--- src/rtl/mojo_serial_block_in.sv ---
// mojo_serial_block_in: assembles BLOCK_BYTES received bytes into one block word, with inter-byte timeout
module mojo_serial_block_in #(
   parameter int BLOCK_BYTES = 4,
   parameter int TIMEOUT_CYCLES = 0,
   localparam int BLOCK_BITS = BLOCK_BYTES * 8,
   localparam int CW = $clog2(BLOCK_BYTES) + 1,
   localparam int TW = (TIMEOUT_CYCLES > 0) ? $clog2(TIMEOUT_CYCLES + 1) : 1
) (
   input  logic                  clk,
   input  logic                  rst,
   input  logic [7:0]            rx_data,
   input  logic                  new_rx_data,
   input  logic                  clear,
   output logic [BLOCK_BITS-1:0] rx_block,
   output logic                  new_rx_block,
   output logic [CW-1:0]         rx_count,
   output logic                  rx_timeout
);
   typedef enum logic {IDLE, FILL} state_t;
   state_t state, state_d;
   logic [BLOCK_BITS-1:0] shift_q, shift_d;
   logic [CW-1:0] count_d;
   logic [TW-1:0] timer, timer_d;
   logic accept, last, expire;
   // next-state: accept bytes, detect completion/timeout, clear wins over everything
   always_comb begin
      accept = new_rx_data && !clear;
      last = accept && rx_count == CW'(BLOCK_BYTES - 1);
      expire = TIMEOUT_CYCLES != 0 && state == FILL && !new_rx_data && !clear && timer == TW'(TIMEOUT_CYCLES);
      shift_d = accept ? (shift_q << 8) | BLOCK_BITS'(rx_data) : shift_q;
      state_d = (clear || last || expire) ? IDLE : accept ? FILL : state;
      count_d = (clear || last || expire) ? '0 : accept ? rx_count + CW'(1) : rx_count;
      timer_d = (state_d == FILL && !accept) ? timer + TW'(~&timer) : '0;
   end
   // state register; rx_block only loads on completion so partial data never shows
   always_ff @(posedge clk or negedge rst) begin
      if (!rst) begin
         state <= IDLE;
         rx_count <= '0;
         timer <= '0;
         shift_q <= '0;
         rx_block <= '0;
         new_rx_block <= 1'b0;
         rx_timeout <= 1'b0;
      end else begin
         state <= state_d;
         rx_count <= count_d;
         timer <= timer_d;
         shift_q <= shift_d;
         new_rx_block <= last;
         rx_timeout <= expire;
         if (last) rx_block <= shift_d;
      end
   end
endmodule
--- config.mk ---
export PLATFORM = sky130hd
export DESIGN_NAME = mojo_serial_block_in
export DESIGN_NICKNAME = d
export VERILOG_FILES = /design/src/rtl/mojo_serial_block_in.sv
export SDC_FILE = /design/constraint.sdc
export NUM_CORES = 1
export LEC_CHECK = 0
export CORE_ASPECT_RATIO = 1.4
export CORE_MARGIN = 4
export CORE_UTILIZATION = 53
export CTS_CLUSTER_DIAMETER = 50
export DETAILED_ROUTE_END_ITERATION = 12
export HOLD_SLACK_MARGIN = 0.06
export PLACE_DENSITY = 0.81
export RECOVER_POWER = 50
export SLEW_MARGIN = 20
export SYNTH_ARGS = -nofsm -noshare
export SYNTH_HDL_FRONTEND = slang
export SYNTH_SLANG_ARGS = --single-unit
--- constraint.sdc ---
create_clock -name clk -period 3.45 [get_ports clk]
set_clock_uncertainty 0.1 [all_clocks]
set_input_delay 0.8625 -clock clk [delete_from_list [all_inputs] [get_ports clk]]
set_output_delay 0.8625 -clock clk [all_outputs]
set_load 0.005 [all_outputs]
Word-level counts from Yosys, hierarchy flattened
Index checks and enable logic that the tools add are counted.
{ "word_totals": {"ff_bits": 68, "input_bits": 12} }
{ "classes": {"add_sub_neg": 1, "n_mux": 3, "eq_ne": 1, "reduce_logical": 5, "bitwise_logic": 1} }
{ "op_table": {"columns": ["cell", "n"], "rows": [
  ["32-bit 2-to-1 mux", 1],
  ["32-bit by 8-bit bitwise OR with 32-bit output", 1],
  ["3-bit 2-to-1 mux", 2],
  ["3-bit by 1-bit adder with 3-bit output, second input constant", 1],
  ["3-bit by 2-bit == test with 1-bit output, second input constant", 1],
  ["1-bit logical AND", 2],
  ["2-bit nonzero test", 1],
  ["1-bit logical NOT", 1],
  ["1-bit logical OR", 1]
]} }

Depth between registers and ports, before layout
{ "logic_depth": {"depth_word": 5, "depth_mapped": 5} }

Worst setup path after synthesis
No wires, ideal clock.
{ "synth_timing": {"path_type": "input-to-reg", "from": "input new_rx_data", "to": "register shift_q[10]", "path_stages": 4, "arrival_time_ns": 1.522, "path_buffers": 2, "path_slack_ns": 1.703, "setup_ns": 0.125, "path_cell_list": "nor2b_4 -> buf_6 -> buf_12 -> mux2_4"} }
{ "synth_via": {"elab_chain_cells": 2} }
{ "synth_lines": {"columns": ["element", "line_no", "source"], "rows": [
  ["from (decl)", "12", "input logic new_rx_data,"],
  ["1-bit logical AND", "27", "accept = new_rx_data && !clear;"],
  ["32-bit 2-to-1 mux", "30", "shift_d = accept ? (shift_q << 8) | BLOCK_BITS'(rx_data) : shift_q;"],
  ["via shift_d[10]", "21", "logic [BLOCK_BITS-1:0] shift_q, shift_d;"],
  ["to (signal assigned)", "49", "shift_q <= shift_d;"],
  ["to (decl)", "21", null]
]} }
The timed path passes the listed nets, and every way through them passes these cells.
A chain may end at the register's enable or synchronous reset.

Final worst setup path
{ "layout_timing": {"from": "input new_rx_data", "to": "register rx_block[25]"} }
{ "layout_via": {"elab_chain_cells": 2, "word_cells_on_any_way": 3, "cone_classes": "mux (1); reduce/logical (2)"} }
{ "layout_lines": {"columns": ["element", "line_no", "source"], "rows": [
  ["1-bit logical AND (*)", "27", null],
  ["32-bit 2-to-1 mux or 1-bit logical AND (tied branches)", "30, 28", null],
  ["to (signal assigned)", "52", "if (last) rx_block <= shift_d;"],
  ["to (decl)", "14", "output logic [BLOCK_BITS-1:0] rx_block,"]
]} }
Every way passes the cells marked *; elsewhere a longest branch is shown, timed or not.

==> flow_summary.toml <==
[outcome]
status = "finished, violations left"
violations = "max-capacitance violations, max-slew violations"

[grt]
gr-usage-met2_pct = 26.3
grt_max_degree = 37
grt_pass1_vias = 1465
antenna_found_initial = 0
gr-total-overflow = 0
top_usage_layer = "met2"
grt_usage_pct = 17.1
use_met1_pct = 21.6
grt_pass1_wl_um = 7550
met3_usage_pct = 5.86

[synth]
ys_seq_area_share_pct = 59.1
synthDistinctLibCells = 16
async_reset_ff_share_pct = 100
ys_ff_latch = 60
netlist_area_mm2 = 0.00254
yosysTopAreaCell = "dfrtp_1"
synth_common_cells = "dfrtp_1 (60), mux2_4 (44), mux2_1 (9), buf_6 (4)"
yosysMostFrequentCell = "dfrtp_1"
synth_flop_cell = "dfrtp_1"
ys_warn_count = 0
syn_inst = 140
syn_area_per_cell_um2 = 18.1
ys_top_cells_by_area = "dfrtp_1 (59%), mux2_4 (26%), mux2_1 (4.0%)"
syn-num-nets = 154
synth_top_area_share_pct = 59.1
synth-edff-count = 0

[floorplanning]
top_level_ports = 49
dieWidth_um = 66.5
die_area_mm2 = 0.00598
fp.dieH_um = 89.9
core_mm2 = 0.00457
rows = 29
initial_core_util_pct = 55.5

[detailed_routing]
drt-pass1-iter-count = 4
wire_per_inst_um = 17.7
drt_iter0_drc = 79
vias = 1308
antenna_left = 0
post-route-drc-count = 0
vias_per_cell = 5.07
wirelength_um = 4570

[layout]
drive_gt1_share_pct = 33.7
final_core_util_pct = 71.2
area_growth_pct = 28.2
antenna_cells = 0
register_area_mm2 = 0.00150
instances_no_fill = 258
fillers = 304
multi_input_area_um2 = 917
final_area_mm2 = 0.00325
fin_nets = 206

[worst_setup_path]
crit_required_ns = 3.56
path_class = "in -> reg"
path_max_fanout = 33
crit_arrival_ns = 2.61
r2r_setup_slack_ns = 1.38
crit_path_end_kind = "register"
cp-start-kind = "input port"

[placement]
placed_cell_area_mm2 = 0.00298
routabilityCongestion = 0.692
dp_hpwl_um = 3060
dp_slack_ns = 0.658
io_buffers = 47
placedCellCount = 243

[timing]
setup_ws_ns = 0.944
slew-limit-headroom_pct = -24.8
fmax_mhz = 399
fin_crit_ns = 2.51
fin_hold_ws_ns = 0.384
setup_viol = 0
drv_slew = 37
tns_ns = 0
hold_viol_final = 0
rsz0062_at_grt = "no"
tightest_slew_ns = 1.87
post-route-period-util_pct = 72.6

[power_and_ir_drop]
power_density_mw_per_mm2 = 652
ir_drop_mv = 0.456
leakagePower_nw = 1.65
power_mw = 2.12

[cts]
cts_resized = 0
htreeDepth = 3
clkTransAtPathRegs_ns = 0.07
clk_latency_ns = 0.33
numCtsBuffers = 9
hold_buffers = 0
cts_setup_buffers = 0
cts_root_buffer = "clkbuf_8"
clock-sinks = 60
ctsLongestPathBuffers = 2
cts_tree = "done"

[run]
cap_violations = 1

[hold_path]
hp-class = "reg -> reg"
[worst max-delay path, cell delays in order]
cell	delay (ns)
dlygate4sd3_1	0.70
nand3b_4	0.52
mux2_1	0.52
[layer usage]
| metal | up-vias | wire [um] |
|---|---|---|
| met5 | - | 0 |
| met2 | 38 | 2330 |
| met1 | 672 | 1950 |
| li1 | 591 | - |
| met4 | 0 | 96 |
| met3 | 7 | 188 |
[cell families after synthesis]
group	Yosys count	synth area share (%)
compound gates	3	0.591
fa+ha+maj	2	0.986
buf+inv	10	4.73
flops	60	59.1
mux	56	31.3
other cells	1	0.148
simple gates	8	3.06
[registers in the layout (all words and copies together) (netlist names)]
signal	count
shift_q	24
new_rx_block	1
rx_count	3
rx_block	32
[report_power, final]
part / internal [mW] / switching (mW) / leakage (nW)
clock network: 0.589 / 0.260 / 0.136
logic: 0.255 / 0.0965 / 0.740
registers: 0.831 / 0.0899 / 0.773
total: 1.67 / 0.446 / 1.65
[area by class of cell]
cell class / instances / area share (%)
clock inverter: 4 / 3.69
tap: 62 / 2.38
sequential: 60 / 46.1
multi-input combinational: 70 / 28.2
clock buffer: 11 / 4.65
inverter: 2 / 0.231
timing repair buffer: 49 / 14.7
[worst paths after layout]
path / cells past startpoint / startpoint / to
min in group asynchronous: 1 / rst / shift_q[22]$_DFF_PN0_
worst min register to register: 1 / rx_block[23]$_DFFE_PN0P_ / rx_block[23]$_DFFE_PN0P_
worst max-delay path: 3 / new_rx_data / rx_block[25]$_DFFE_PN0P_
max in group asynchronous: 2 / rst / shift_q[9]$_DFF_PN0_
worst max register to register: 4 / rx_count[0]$_DFFE_PN0P_ / rx_block[25]$_DFFE_PN0P_
worst min-delay path: 1 / rx_block[23]$_DFFE_PN0P_ / rx_block[23]$_DFFE_PN0P_
[placed cells by master, fill, tap and decap left out, drive strengths merged]
master | synthesis | layout
dfrtp | 60 | 60
nand3b | 2 | 2
bufinv | 0 | 4
nand2b | 3 | 3
buf | 8 | 2
conb | 1 | 1
nor2b | 1 | 1
ha | 2 | 2
or3b | 2 | 2
clkbuf | 0 | 12
clkdlybuf4s50 | 0 | 31
a21oi | 3 | 3
inv | 2 | 2
dlygate4sd3 | 0 | 15
mux2 | 56 | 56
Power figures use the tool's default switching activity.
